===== src/rtl/mem_port_arbiter.sv =====
// Shares one memory request/response port between instruction fetch and data access.
// Handles one transaction at a time, arbitrates round-robin and kills hung responses with a watchdog.
module mem_port_arbiter #(
  parameter int ADDR_W  = 32,
  parameter int DATA_W  = 32,
  parameter int TIMEOUT = 255
) (
  input  logic              clk,
  input  logic              reset_n,
  input  logic              ic_req_valid,
  input  logic [ADDR_W-1:0] ic_req_addr,
  output logic              ic_req_ready,
  output logic              ic_resp_valid,
  output logic [DATA_W-1:0] ic_resp_data,
  input  logic              dc_req_valid,
  input  logic [ADDR_W-1:0] dc_req_addr,
  input  logic [3:0]        dc_req_we,
  input  logic [DATA_W-1:0] dc_req_wdata,
  output logic              dc_req_ready,
  output logic              dc_resp_valid,
  output logic [DATA_W-1:0] dc_resp_data,
  output logic              mem_req_valid,
  input  logic              mem_req_ready,
  output logic [ADDR_W-1:0] mem_req_addr,
  output logic [3:0]        mem_req_we,
  output logic [DATA_W-1:0] mem_req_wdata,
  output logic              mem_req_tag,
  input  logic              mem_resp_valid,
  input  logic [DATA_W-1:0] mem_resp_data,
  output logic              stall,
  output logic              timeout_err
);

  localparam int CNT_W = $clog2(TIMEOUT + 1);
  localparam logic [CNT_W-1:0] LAST_CNT = CNT_W'(TIMEOUT - 1);
  localparam logic [ADDR_W-1:0] WORD_MASK = ~ADDR_W'(3);

  typedef enum logic [1:0] {IDLE, ISSUE, WAIT} state_t;

  state_t            state;
  state_t            state_next;
  logic              last_grant;
  logic [CNT_W-1:0]  wait_cnt;
  logic [ADDR_W-1:0] hold_addr;
  logic [3:0]        hold_we;
  logic [DATA_W-1:0] hold_wdata;
  logic              hold_tag;
  logic              grant_ic;
  logic              grant_dc;
  logic              resp_hit;
  logic              timeout_hit;
  logic [DATA_W-1:0] resp_value;

  // Grants are gated by reset_n so nothing is accepted while reset is held.
  always_comb begin
    grant_ic = 1'b0;
    grant_dc = 1'b0;
    if (state == IDLE && reset_n) begin
      if (ic_req_valid && dc_req_valid) begin
        grant_ic = last_grant;
        grant_dc = !last_grant;
      end else if (ic_req_valid) begin
        grant_ic = 1'b1;
      end else if (dc_req_valid) begin
        grant_dc = 1'b1;
      end
    end
  end

  assign ic_req_ready  = grant_ic;
  assign dc_req_ready  = grant_dc;
  assign resp_hit      = (state == WAIT) && mem_resp_valid;
  assign timeout_hit   = (state == WAIT) && !mem_resp_valid && (wait_cnt == LAST_CNT);
  assign resp_value    = (resp_hit && hold_we == 4'd0) ? mem_resp_data : '0;
  assign mem_req_valid = (state == ISSUE);
  assign mem_req_addr  = hold_addr;
  assign mem_req_we    = hold_we;
  assign mem_req_wdata = hold_wdata;
  assign mem_req_tag   = hold_tag;
  assign stall         = (state != IDLE) || ic_req_valid || dc_req_valid;

  always_comb begin
    state_next = state;
    case (state)
      IDLE:    if (grant_ic || grant_dc) state_next = ISSUE;
      ISSUE:   if (mem_req_ready) state_next = WAIT;
      WAIT:    if (resp_hit || timeout_hit) state_next = IDLE;
      default: state_next = IDLE;
    endcase
  end

  always_ff @(posedge clk or negedge reset_n) begin
    if (!reset_n) state <= IDLE;
    else          state <= state_next;
  end

  always_ff @(posedge clk or negedge reset_n) begin
    if (!reset_n) begin
      last_grant    <= 1'b0;
      wait_cnt      <= '0;
      hold_addr     <= '0;
      hold_we       <= '0;
      hold_wdata    <= '0;
      hold_tag      <= 1'b0;
      timeout_err   <= 1'b0;
      ic_resp_valid <= 1'b0;
      ic_resp_data  <= '0;
      dc_resp_valid <= 1'b0;
      dc_resp_data  <= '0;
    end else begin
      ic_resp_valid <= 1'b0;
      dc_resp_valid <= 1'b0;
      if (grant_dc) begin
        hold_addr  <= dc_req_addr & WORD_MASK;
        hold_we    <= dc_req_we;
        hold_wdata <= dc_req_wdata;
        hold_tag   <= 1'b1;
        last_grant <= 1'b1;
      end else if (grant_ic) begin
        hold_addr  <= ic_req_addr & WORD_MASK;
        hold_we    <= 4'd0;
        hold_wdata <= '0;
        hold_tag   <= 1'b0;
        last_grant <= 1'b0;
      end
      if (state == ISSUE && mem_req_ready) wait_cnt <= '0;
      else if (state == WAIT)              wait_cnt <= wait_cnt + CNT_W'(1);
      if (timeout_hit) timeout_err <= 1'b1;
      // A timeout completes exactly like a response, just with zero data.
      if (resp_hit || timeout_hit) begin
        if (hold_tag) begin
          dc_resp_valid <= 1'b1;
          dc_resp_data  <= resp_value;
        end else begin
          ic_resp_valid <= 1'b1;
          ic_resp_data  <= resp_value;
        end
      end
    end
  end

endmodule


===== config.mk =====
export PLATFORM = sky130hd
export DESIGN_NAME = mem_port_arbiter
export DESIGN_NICKNAME = d
export VERILOG_FILES = /design/src/rtl/mem_port_arbiter.sv
export SDC_FILE = /design/constraint.sdc
export NUM_CORES = 1
export LEC_CHECK = 0
export CORE_ASPECT_RATIO = 2
export CORE_MARGIN = 4
export CORE_UTILIZATION = 45
export CTS_BUF_LIST = sky130_fd_sc_hd__clkbuf_8
export CTS_CLUSTER_DIAMETER = 100
export DETAILED_ROUTE_END_ITERATION = 16
export PLACE_DENSITY = 0.9
export RECOVER_POWER = 25
export SYNTH_ARGS = -nofsm -noshare
export SYNTH_HDL_FRONTEND = slang
export SYNTH_SLANG_ARGS = --single-unit
export TNS_END_PERCENT = 50

===== constraint.sdc =====
create_clock -name clk -period 2.1 [get_ports clk]
set_input_delay 0.525 -clock clk [delete_from_list [all_inputs] [get_ports clk]]
set_output_delay 0.525 -clock clk [all_outputs]
set_load 0.1 [all_outputs]

After elaboration in Yosys (flattened, before gate mapping)
Index checks and enable logic that the tools add are counted.
W data, S select, Z words.

storage, ports and cells
  flip-flop bits (word level) = 146
  bits of input ports = 138
  output and inout port bits = 140
  word-level logic and storage cells = 66

operators by class
  $add $sub $neg = 1
  equality and inequality tests = 6
  multiplexer cells = 26
  bitwise operators = 1
  reductions and logical operators = 21

operators by type and width
  cell                   number
  $mux W32               5
  $mux W8                2
  $mux W1                13
  $add A8 B1 Y8 const B  1
  $eq A8 B8 Y1 const B   1
  $mux W4                2
  $logic_and A1 B1 Y1    7
  $mux W2                3
  $ne A2 B1 Y1 const B   3
  $pmux W2 S3            1
  $reduce_bool A2 Y1     3
  $logic_not A4 Y1       1
  $logic_or A1 B1 Y1     4
  $reduce_and A2 Y1      2
  $reduce_and A3 Y1      1
  $eq A2 B1 Y1 const B   1
  $eq A2 B2 Y1 const B   1
  $logic_not A1 Y1       2
  $logic_not A2 Y1       1
  $not A1 Y1             1

Logic depth before layout (Yosys ltp)
  depth after elaboration = 7
  gate-level depth with buffers = 6
  mapped depth without buffers = 5

Worst setup path after synthesis
No wires, ideal clock.

  path type = flip-flop to output port
  from = reg, netlist name mem_req_tag
  to = out ic_req_ready
  arrival = 2302 ps
  data required time = 1575 ps
  setup slack = -727 ps
  stages on the path, launching flop included = 4
  buffers on the path = 2
  path through = dfrtp_1 buf_2 clkbuf_1 o2111a_1

RTL lines
  what              line  RTL
  end: declaration  12    output logic ic_req_ready,

==> results.sh <==
export IMPL_outcome="complete, no violations"
export IMPL_num_vias=6190
export IMPL_critPathKind="register to output pin"
export IMPL_synth_main_ff_cell="dfrtp_1"
export IMPL_required_ns=1.57
export IMPL_drtIter0Drc=237
export IMPL_fillers=1154
export IMPL_dpl_cell_area_um2=9860
export IMPL_io_buffer_count=271
export IMPL_antenna_found_initial=0
export IMPL_routedWlPerCell_um=20.3
export IMPL_path_max_fanout=3
export IMPL_start_util=0.458
export IMPL_nets=1010
export IMPL_drive_gt1_frac=0.317
export IMPL_synth_top_family_by_area="compound AO/OA/AOI/OAI gates"
export IMPL_gr_total_overflow=0
export IMPL_num_rows=64
export IMPL_rsz0062_at_grt="yes"
export IMPL_cts_tree="yes"
export IMPL_final_antenna_net_count=0
export IMPL_cts_sinks=144
export IMPL_root_buffer="clkbuf_8"
export IMPL_synth_top_area_cell="dfrtp_1"
export IMPL_grt_pass1_wl_mm=33.7
export IMPL_cts_htree_levels=4
export IMPL_slowest_delay_ns=0.50
export IMPL_wl_mm=22.0
export IMPL_finalWeightedCongestion=0.870
export IMPL_crit_arrival_ns=1.50
export IMPL_clk_insertion_delay_late_ns=0.45
export IMPL_yosys_area_share_simple=0.119
export IMPL_synth_compound_area_frac=0.192
export IMPL_yosysWarnings=0
export IMPL_hold_path_class="input pin to async pin"
export IMPL_clk_path_buf_depth=2
export IMPL_worstSetupStartpointType="register"
export IMPL_numCtsBuffers=17
export IMPL_crit_buf_inv=1
export IMPL_die_w_um=96.5
export IMPL_clock_skew_ns=0.0128
export IMPL_netlist_area_leader_share=0.511
export IMPL_final_area_um2=10300
export IMPL_slew_viol_final=0
export IMPL_firstDrtPassIters=4
export IMPL_area_growth_pct=45.8
export IMPL_fmax_mhz=493
export IMPL_design_core_area_um2=15400
export IMPL_grt_pass1_vias=6353
export IMPL_yosysUniqueCellTypes=44
export IMPL_synth_area_leaders="dfrtp_1 51%, mux2_2 9.7%, a32oi_1 6.5%"
export IMPL_synthTopCellsByCount="144 x dfrtp_1, 61 x mux2_2, 56 x inv_1"
export IMPL_period_minus_slack_ns=2.03
export IMPL_synth_fa_ha_area_frac=0.00355
export IMPL_insertedDiodeCount=0
export IMPL_clkTransAtPathRegs_ns=0.09
export IMPL_syn_area_per_cell_um2=11.6
export IMPL_max_cap_violations=0
export IMPL_die_h_um=185
export IMPL_critPathTopFamily="flip-flops"
export IMPL_synthCells=610
export IMPL_maxSlewHeadroom=0.0683
export IMPL_hold_ws_ns=0.368
export IMPL_seq_area_frac_synth=0.511
export IMPL_synth_edf_count=0
export IMPL_end_kind="output pin"
export IMPL_grt_max_degree=100
export IMPL_slowest_stage="dfrtp_4"
export IMPL_syn_area_um2=7050
export IMPL_via_per_inst=5.73
export IMPL_yosysMostFrequentCell="dfrtp_1"
export IMPL_pin_count=278
export IMPL_synthXorXnorAreaFrac=0.00124
export IMPL_hold_viol=0
export IMPL_worst_pin_slew_ns=1.40
export IMPL_cp_cell_sequence="a21boi_4 -> and3_4 -> buf_12"
export IMPL_dp_hpwl_mm=15.7
export IMPL_muxShareOfSynthArea=0.100
export IMPL_drc=0
export IMPL_async_flop_share=1.00
export IMPL_fin_crit_sh=0.966
export IMPL_dieArea_um2=17900
export IMPL_synth_seq_cells=144
export IMPL_grt_util_all_layers=0.247
export IMPL_setup_viol=0
[final timing paths]
kind,from,end,slack [ns],cells past startpoint
worst max-delay path,mem_req_tag,dc_req_ready,0.07,3
worst min-delay path,reset_n,mem_req_we[2],0.37,2
worst max register to register,mem_req_tag,dc_resp_data[27],0.21,6
worst min register to register,wait_cnt[7],wait_cnt[7],0.48,1
max in group asynchronous,reset_n,mem_req_tag,0.58,2
min in group clk,wait_cnt[7],wait_cnt[7],0.48,1
[cell type report]
cell class	count	area, um2	area share
Clock inverter	13	140	0.0136
Timing Repair Buffer	303	2850	0.277
Inverter	56	210	0.0205
Sequential cell	144	3610	0.351
Multi-Input combinational cell	348	2970	0.289
Tap cell	198	248	0.0241
Clock buffer	18	248	0.0241
[layout by cell type (no fill, tap or decap), types with 5 or more instances in the layout]
cell,synthesis,routed
clkdlybuf4s50_1,0,130
nor4bb_1,10,10
and4bb_1,16,16
a32oi_1,52,52
inv_1,56,56
clkinvlp_4,0,7
mux2_2,61,61
dfrtp_1,144,141
and4b_1,26,26
nand2_1,16,16
buf_4,3,149
buf_12,0,19
o21ai_0,51,51
o211ai_1,20,20
clkbuf_8,0,18
a22o_1,36,36
o211ai_2,5,5
nand3_1,12,12
[metrics by stage]
stage / util / setup TNS, ns / instances / worst slack (ns)
final: 0.668 / 0 / 1080 / 0.0707
after global routing: 0.668 / -0.00551 / 1080 / -0.00551
after CTS: 0.668 / 0 / 1078 / 0.00188
after detailed placement: 0.641 / -4.49 / 1045 / -0.100
after global placement: 0.641 / -2.81 / 1045 / -0.0761
after floorplan: - / 0 / 611 / 0.0316
[layer usage]
metal  up-vias  routed length [um]  global-route usage  share of wire
met5         -                   0                   0              0
met4         0                 924               0.116          0.042
met2       280               12000               0.435           0.55
met1      3055                7550               0.267           0.34
met3        46                1480              0.0671          0.067
li1       2809                   -                   -              -
[cell families after synthesis]
logic type                 Yosys count
buffers and inverters              119
DFF                                144
other                                1
xor gates and xnor gates             1
adders and majority gates            2
AOI/OAI and AO/OA                  178
and+or+nand+nor                    102
muxes                               63
[registers in the layout, summed over array words and instances (netlist names)]
name / flops
mem_req_addr: 30
dc_resp_valid: 1
state: 2
dc_resp_data: 32
mem_req_we: 4
mem_req_wdata: 32
timeout_err: 1
mem_req_tag: 1
ic_resp_valid: 1
wait_cnt: 8
ic_resp_data: 32
[timing repair]
action,4_1_cts,5_1_grt
buffers inserted,2,2
pin swaps,1,1
resized for setup,3,3
hold buffers,0,0
endpoints found under the setup margin,2,2
Power is not shown: default switching activity piles up to over one toggle a cycle in this logic, so the estimate is an artifact.
